`src/rtl/wb_port_arbiter.sv`:
```
// -----------------------------------------------------------------------------
// wb_port_arbiter
//   Arbitrates two write-back requesters onto the single register-file write
//   port. req0 (in-order ALU pipe) has fixed priority. req1 (multicycle/load
//   unit) is protected by a starvation counter. When req1 has lost
//   STARVE_LIMIT unstalled cycles in a row, the next cycle is reserved for it.
//   The winning beat is registered into a one-deep output stage, so latency is
//   one cycle. wb_sel drives the 2:1 write-back data mux.
//
//   Optional feature macro: WB_ZERO_FILTER_EN
//     When defined, a beat addressed to register 0 is accepted as normal but
//     is never presented as a valid write.
//
// Ports
//   clk                 clock, all state on rising edge
//   rst_n               asynchronous active-low reset
//   wb_stall            freeze output stage, grant nothing
//   req0_valid/ready    req0 handshake (ready is combinational)
//   req0_addr/data      req0 destination register / write data
//   req1_valid/ready    req1 handshake (ready is combinational)
//   req1_addr/data      req1 destination register / write data
//   wb_valid            registered write-port enable
//   wb_addr/data        registered write index / data
//   wb_sel              registered mux select: 0=req0, 1=req1
// -----------------------------------------------------------------------------
module wb_port_arbiter #(
    parameter int DATA_W       = 32,
    parameter int ADDR_W       = 5,
    parameter int STARVE_LIMIT = 4
) (
    input  logic              clk,
    input  logic              rst_n,
    input  logic              wb_stall,
    input  logic              req0_valid,
    output logic              req0_ready,
    input  logic [ADDR_W-1:0] req0_addr,
    input  logic [DATA_W-1:0] req0_data,
    input  logic              req1_valid,
    output logic              req1_ready,
    input  logic [ADDR_W-1:0] req1_addr,
    input  logic [DATA_W-1:0] req1_data,
    output logic              wb_valid,
    output logic [ADDR_W-1:0] wb_addr,
    output logic [DATA_W-1:0] wb_data,
    output logic              wb_sel
);

    localparam int CNT_W = $clog2(STARVE_LIMIT + 1);
    localparam logic [CNT_W-1:0] CNT_MAX = CNT_W'(STARVE_LIMIT);

    typedef enum logic {
        PRI0   = 1'b0,
        FORCE1 = 1'b1
    } state_t;

    state_t           state, state_nxt;
    logic [CNT_W-1:0] starve_cnt, starve_cnt_nxt;

    logic              grant0, grant1, xfer;
    logic [ADDR_W-1:0] sel_addr;
    logic [DATA_W-1:0] sel_data;
    logic              beat_valid;

    // Grant and next-state logic.
    // NOTE: every always_comb output gets a default first so no path can infer a latch.
    always_comb begin
        grant0         = 1'b0;
        grant1         = 1'b0;
        state_nxt      = state;
        starve_cnt_nxt = starve_cnt;

        if (!wb_stall) begin
            unique case (state)
                PRI0: begin
                    grant0 = req0_valid;
                    grant1 = !req0_valid && req1_valid;
                end
                FORCE1: begin
                    grant1 = req1_valid;
                end
                default: ;
            endcase

            // Count lost cycles of a waiting req1; clear on its transfer or withdrawal.
            if (!req1_valid || grant1)
                starve_cnt_nxt = '0;
            else if (starve_cnt != CNT_MAX)
                starve_cnt_nxt = starve_cnt + 1'b1;

            unique case (state)
                // Reserve the next cycle once the count reaches the limit at this edge.
                PRI0:    if (starve_cnt_nxt == CNT_MAX) state_nxt = FORCE1;
                // Unstalled FORCE1 always lasts one cycle: either req1 transfers or it left.
                FORCE1:  state_nxt = PRI0;
                default: state_nxt = PRI0;
            endcase
        end
    end

    assign req0_ready = grant0;
    assign req1_ready = grant1;
    assign xfer       = grant0 || grant1;
    assign sel_addr   = grant1 ? req1_addr : req0_addr;
    assign sel_data   = grant1 ? req1_data : req0_data;

`ifdef WB_ZERO_FILTER_EN
    // Register 0 is hardwired; accept the beat but never raise the write enable.
    assign beat_valid = xfer && (sel_addr != '0);
`else
    assign beat_valid = xfer;
`endif

    // NOTE: sequential state uses non-blocking assignments only, so every flop
    // samples pre-edge values regardless of block ordering.
    always_ff @(posedge clk or negedge rst_n) begin
        if (!rst_n) begin
            state      <= PRI0;
            starve_cnt <= '0;
        end else begin
            state      <= state_nxt;
            starve_cnt <= starve_cnt_nxt;
        end
    end

    // Output stage. The datapath is reset too so a beat in flight at reset
    // can never surface as a write afterwards.
    always_ff @(posedge clk or negedge rst_n) begin
        if (!rst_n) begin
            wb_valid <= 1'b0;
            wb_addr  <= '0;
            wb_data  <= '0;
            wb_sel   <= 1'b0;
        end else if (!wb_stall) begin
            wb_valid <= beat_valid;
            if (xfer) begin
                wb_addr <= sel_addr;
                wb_data <= sel_data;
                wb_sel  <= grant1;
            end
        end
    end

endmodule

```
`config.mk`:
```
export PLATFORM = sky130hd
export DESIGN_NAME = wb_port_arbiter
export DESIGN_NICKNAME = d
export VERILOG_FILES = /design/src/rtl/wb_port_arbiter.sv
export SDC_FILE = /design/constraint.sdc
export NUM_CORES = 1
export LEC_CHECK = 0
export ABC_CLOCK_PERIOD_IN_PS = 1800
export CORE_ASPECT_RATIO = 0.75
export CORE_MARGIN = 10
export CORE_UTILIZATION = 35
export DETAILED_ROUTE_END_ITERATION = 6
export PLACE_DENSITY = 0.75
export SLEW_MARGIN = 10
export SYNTH_ARGS = -nofsm -noshare
export SYNTH_HDL_FRONTEND = slang
export SYNTH_SLANG_ARGS = --single-unit
```
`constraint.sdc`:
```
create_clock -name clk -period 1.8 [get_ports clk]
set_input_delay 0.36 -clock clk [delete_from_list [all_inputs] [get_ports clk]]
set_output_delay 0.36 -clock clk [all_outputs]
set_load 0.005 [all_outputs]
```
==> results of run 1 <==
-- worst max-delay path: cells and delay by family --
family | cells | cell delay [ns]
simple gates | 2 | 0.27
buf+inv | 2 | 0.71
-- kinds of logic (layout without fill, tap and decap cells) --
family / count (synthesis) / count (layout) / share of synthesized area, %
AOI/OAI and AO/OA: 44 / 44 / 20.71
xor gates and xnor gates: 1 / 1 / 0.4406
adders and majority gates: 2 / 2 / 1.258
buffers and inverters: 20 / 139 / 6.167
DFF: 43 / 43 / 54.12
and+or+nand+nor: 55 / 55 / 17.31
-- state kept, by name (all words and copies together) (netlist names) --
register,flops
state,1
wb_sel,1
wb_valid,1
wb_addr,5
wb_data,32
starve_cnt,3
-- Yosys cell counts (2+ instances only) --
master / count / share of area, %
ha_1: 2 / 1.3
nand2_1: 5 / 0.94
dfrtp_1: 43 / 54
buf_4: 2 / 0.75
buf_2: 2 / 0.50
clkbuf_1: 6 / 1.1
o21ai_0: 2 / 0.50
and3_1: 37 / 12
nor2_1: 4 / 0.75
a221o_1: 37 / 19
buf_1: 2 / 0.38
inv_1: 3 / 0.57
a21oi_1: 2 / 0.50
buf_6: 5 / 2.8
-- where the power goes --
part	internal (mW)	leakage (nW)	total [mW]	switching [mW]
clock network	0.407	0.0513	0.716	0.309
registers	1.08	0.535	1.15	0.0690
logic	0.463	0.946	0.684	0.221
-- repair_timing --
action,4_1_cts,5_1_grt
setup endpoints to repair,2,0
resized for setup,5,0
hold buffers,0,0
endpoints found under the hold margin,0,0
-- per-layer routing --
metal  vias up  track usage (%)  routed length (um)
met2        69            24.03                3306
met4         0            2.577                  34
met1       881            17.17                2901
li1        883                -                   -
met5         -                0                   0
met3         4            6.495                 597
-- area by class of cell --
| type | instances | area, sq um | area share, % |
|---|---|---|---|
| flip-flops and latches | 43 | 1076 | 31.99 |
| clock inverters | 1 | 30.03 | 0.8929 |
| clock buffers | 6 | 72.57 | 2.158 |
| inverters | 3 | 11.26 | 0.3348 |
| multi-input cells | 102 | 798.3 | 23.74 |
| well taps | 75 | 93.84 | 2.790 |
| repair buffers | 129 | 1281 | 38.10 |
-- final timing paths --
kind	slack, ns	end	cells after the start
min in group clk	0.50	wb_sel	2
setup reg to reg	0.38	wb_data[1]	4
hold reg to reg	0.50	wb_sel	2
setup / recovery	0.11	req1_ready	4
max in group asynchronous	1.26	starve_cnt[0]	2
hold / removal	0.05	wb_data[18]	1
==> metrics.txt, run 1 <==
status=finished, final reports clean; DR vias=about 1800; top fanout value on the critical path=2; syn_nets=246; register area share after synthesis=a little over half; setup tns final=0 ns; average via count per standard cell=between 5 and 6; flops & latches, synth=43; Net count, final=between 300 and 400; chip height=between 80 and 90 um; asr flop ratio synth=100.0%; Worst VDD drop=a little under 0.4 mV; I/O Buffers=between 100 and 150; first drt pass iteration count=4; Hold WS=roughly 0.047 ns; Tcrit/Tclk final=about 94%; Initial Util=between 30% and 40%; CTS root buffer=clkbuf_8; core footprint=5410 sq um; Post-DRT Antenna Nets=0; first-pass GRT wire length=approximately 11000 um; placed instance count=~350; WL per Instance=19.05 um; crit start category=input pin; gpl congestion=between 0.7 and 0.8; Fill cells=between 400 and 500; Worst EP required=approximately 1.4 ns; Critical Path Max Stage Delay=0.48 ns; CP max stage cell=clkdlybuf4s50_1; GRT overflow=0; EDFF count, synth=0; total power per unit cell area=about 760 nW/um^2; initial antenna violation count=0; Lkg Pwr=1.532 nW; clk slew on worst S/H paths=roughly 0.080 ns; Final Skew=0.007930 ns; wirelength, routed=a little under 7000 um; Post-DP HPWL=5249 um; Arrival @ worst endpoint=approximately 1.3 ns; CTS max path bufs=2; Final Critical Period=around 1.7 ns; total power=2.550 mW; synthesized area=slightly below 2000 sq um; YS warnings=0; Worst Max-Slew Pin Slew=roughly 0.52 ns; commonest non-fill, non-tap cell in the layout=clkdlybuf4s50_1; crit path from=req1_valid; Post-Layout Inst Area=between 3000 and 4000 sq um; WS Path Type=in2out; pre-CTS WS=-0.1831 ns; top-level I/O count=120; Slew HR=between 60 and 70%; Num CTS Buffers=5; Final Hold Violating Endpoints=0; ant diodes=0; Netlist cell types=27; Horiz. Die Dim=about 110 um; drc violations=0; unrepaired setup endpoints after global routing=no; number of cell rows=23; largest net degree at the start of global routing=40; Reg-to-Reg Start=state; CP endpoint kind=output port; synthesized instance count=approximately 170; most common flop cell mapped by yosys=dfrtp_1; max_cap viols=0; Final Max Slew Viols=0; fmax=just under 0.6 GHz; setup ws final=around 0.11 ns; buffer count from post-CTS setup fixing=0; Iter 0 DRT Violations=just under 90; die footprint=between 9000 and 10000 sq um; share of cells above drive strength 1=7.746%; vias in the first global route=roughly 2000; most frequent cells in the layout=clkdlybuf4s50_1, dfrtp_1, and3_1, a221o_1, buf_4; CTS tree=built; Area Overhead vs Synth=69.16%; Syn Area/Cell=12.05 sq um; Final Setup Violations=0; Hold/Removal Path Class=in2async; Cell Chain, Critical Path=clkdlybuf4s50_1 > nor2b_4 > and2_1 > dlygate4sd2_1; DP Area=about 3300 sq um; end-of-flow core utilization=62.16%; GRT Overall Usage=14.54%; non-filler cells, final=359; Clock Latency Late Sink=0.28 ns; clk sinks=43; H-tree Lvls=2
(Power assumes the default switching activity.)
==> run 2, diff against run 1 <==
--- a/config.mk
+++ b/config.mk
@@ -6,11 +6,14 @@
 export NUM_CORES = 1
 export LEC_CHECK = 0
 export ABC_CLOCK_PERIOD_IN_PS = 1800
+export CAP_MARGIN = 0
 export CORE_ASPECT_RATIO = 0.75
 export CORE_MARGIN = 10
 export CORE_UTILIZATION = 35
+export CTS_CLUSTER_DIAMETER = 200
 export DETAILED_ROUTE_END_ITERATION = 6
 export PLACE_DENSITY = 0.75
+export SETUP_SLACK_MARGIN = 0.15
 export SLEW_MARGIN = 10
 export SYNTH_ARGS = -nofsm -noshare
 export SYNTH_HDL_FRONTEND = slang
==> run 2 against run 1 <==
Net effect:
- critical path type is now reg2out
- flip-flop and latch count unchanged
- largest cell class unchanged
- highest routed layer unchanged
- worst setup slack better by 0.11 ns
- utilization rose by 0.44 points
- die area unchanged
- worst hold slack lost 0.00073 ns
- largest power group unchanged
- via count is 0.49% higher
==> metrics.txt, run 2 (synthesis results as in run 1) <==
Hold/Removal Path Class=in2async; Reg-to-Reg Start=state; commonest non-fill, non-tap cell in the layout=clkdlybuf4s50_1; status=finished, final reports clean; Iter 0 DRT Violations=a little under 80; GRT overflow=0; Hold WS=~0.046 ns; Cell Chain, Critical Path=nand2b_4 > nor2_2 > dlygate4sd2_1; top-level I/O count=120; H-tree Lvls=2; gpl congestion=about 0.75; total power per unit cell area=~750 nW/um^2; vias in the first global route=1998; top flop regs=wb_data (32), wb_addr (5), starve_cnt (3); ant diodes=0; Clock Latency Late Sink=~0.28 ns; non-filler cells, final=around 360; Num CTS Buffers=5; share of cells above drive strength 1=9.059%; max_cap viols=0; Final Skew=approximately 0.0077 ns; Worst Max-Slew Pin Slew=0.5181 ns; core footprint=about 5400 sq um; setup tns final=0 ns; Lkg Pwr=around 1.5 nW; Final Critical Period=about 1.6 ns; Critical Path Max Stage Delay=between 0.4 and 0.5 ns; Final Max Slew Viols=0; DP Area=3261 sq um; pre-CTS WS=-0.1831 ns; CP max stage cell=dfrtp_1; number of flip-flops in the largest register=32; setup ws final=between 0.2 and 0.25 ns; Slew HR=65.46%; largest net degree at the start of global routing=40; Final Hold Violating Endpoints=0; Arrival @ worst endpoint=1.21 ns; most frequent cells in the layout=clkdlybuf4s50_1, dfrtp_1, and3_1, a221o_1, buf_4; Net count, final=368; Worst VDD drop=around 0.4 mV; placed instance count=~350; WL per Instance=19.04 um; average via count per standard cell=slightly above 5; Largest Register=wb_data; CP endpoint kind=output port; initial antenna violation count=0; top fanout value on the critical path=4; Horiz. Die Dim=between 100 and 150 um; Area Overhead vs Synth=70.36%; DR vias=roughly 1800; first drt pass iteration count=4; unrepaired setup endpoints after global routing=no; fmax=0.6350 GHz; Post-Layout Inst Area=around 3400 sq um; chip height=~85 um; CTS root buffer=clkbuf_8; first-pass GRT wire length=approximately 11000 um; clk sinks=43; Worst EP required=around 1.4 ns; Post-DRT Antenna Nets=0; Initial Util=between 30% and 40%; number of cell rows=23; clk slew on worst S/H paths=0.08 ns; drc violations=0; Tcrit/Tclk final=87.49%; wirelength, routed=between 6000 and 7000 um; CTS max path bufs=2; total power=between 2 and 3 mW; GRT Overall Usage=14.57%; die footprint=roughly 9100 sq um; crit path from=state; CTS tree=built; crit start category=flop; Post-DP HPWL=approximately 5200 um; WS Path Type=reg2out; Final Setup Violations=0; end-of-flow core utilization=a little over three fifths; I/O Buffers=approximately 120
[run 2: critical path: cells and delay by family (launching register included)]
kind	cells	cell delay [ns]
buffers and inverters	1	0.26
AND/OR/NAND/NOR	2	0.27
flip-flops	1	0.41
[run 2: path summary, 6_finish.rpt]
check / depth (start not counted) / end / slack, ns
min in group clk: 2 / wb_sel / 0.50
max in group asynchronous: 2 / starve_cnt[0] / 1.26
max: 3 / req0_ready / 0.23
min: 1 / wb_data[18] / 0.05
min reg2reg: 2 / wb_sel / 0.50
max reg2reg: 4 / wb_data[1] / 0.39
[run 2: repair_timing]
item / in CTS / in global routing
setup buffers: 1 / 2
setup endpoints to repair: 2 / 1
hold buffers: 0 / 0
resized for setup: 8 / 0
[run 2: per-layer routing]
| metal | routed length (um) | track usage [%] | vias to the layer above |
|---|---|---|---|
| met1 | 2941 | 17.17 | 885 |
| li1 | - | - | 888 |
| met5 | 0 | 0 | - |
| met2 | 3317 | 24.14 | 69 |
| met3 | 601 | 6.495 | 4 |
| met4 | 34 | 2.577 | 0 |
[run 2: power by group]
group	switching, mW	total (mW)	internal (mW)
clock network	0.307	0.714	0.407
registers	0.0692	1.15	1.08
logic	0.222	0.686	0.464
total	0.599	2.55	1.95
[run 2: layout make-up]
| type | count | area, sq um |
|---|---|---|
| clock buffer | 6 | 72.57 |
| clock inverter | 1 | 30.03 |
| fill | 490 | 2023 |
| inverter | 3 | 11.26 |
| multi-input combinational | 102 | 798.3 |
| sequential | 43 | 1076 |
| tap | 75 | 93.84 |
| timing repair buffer | 132 | 1305 |
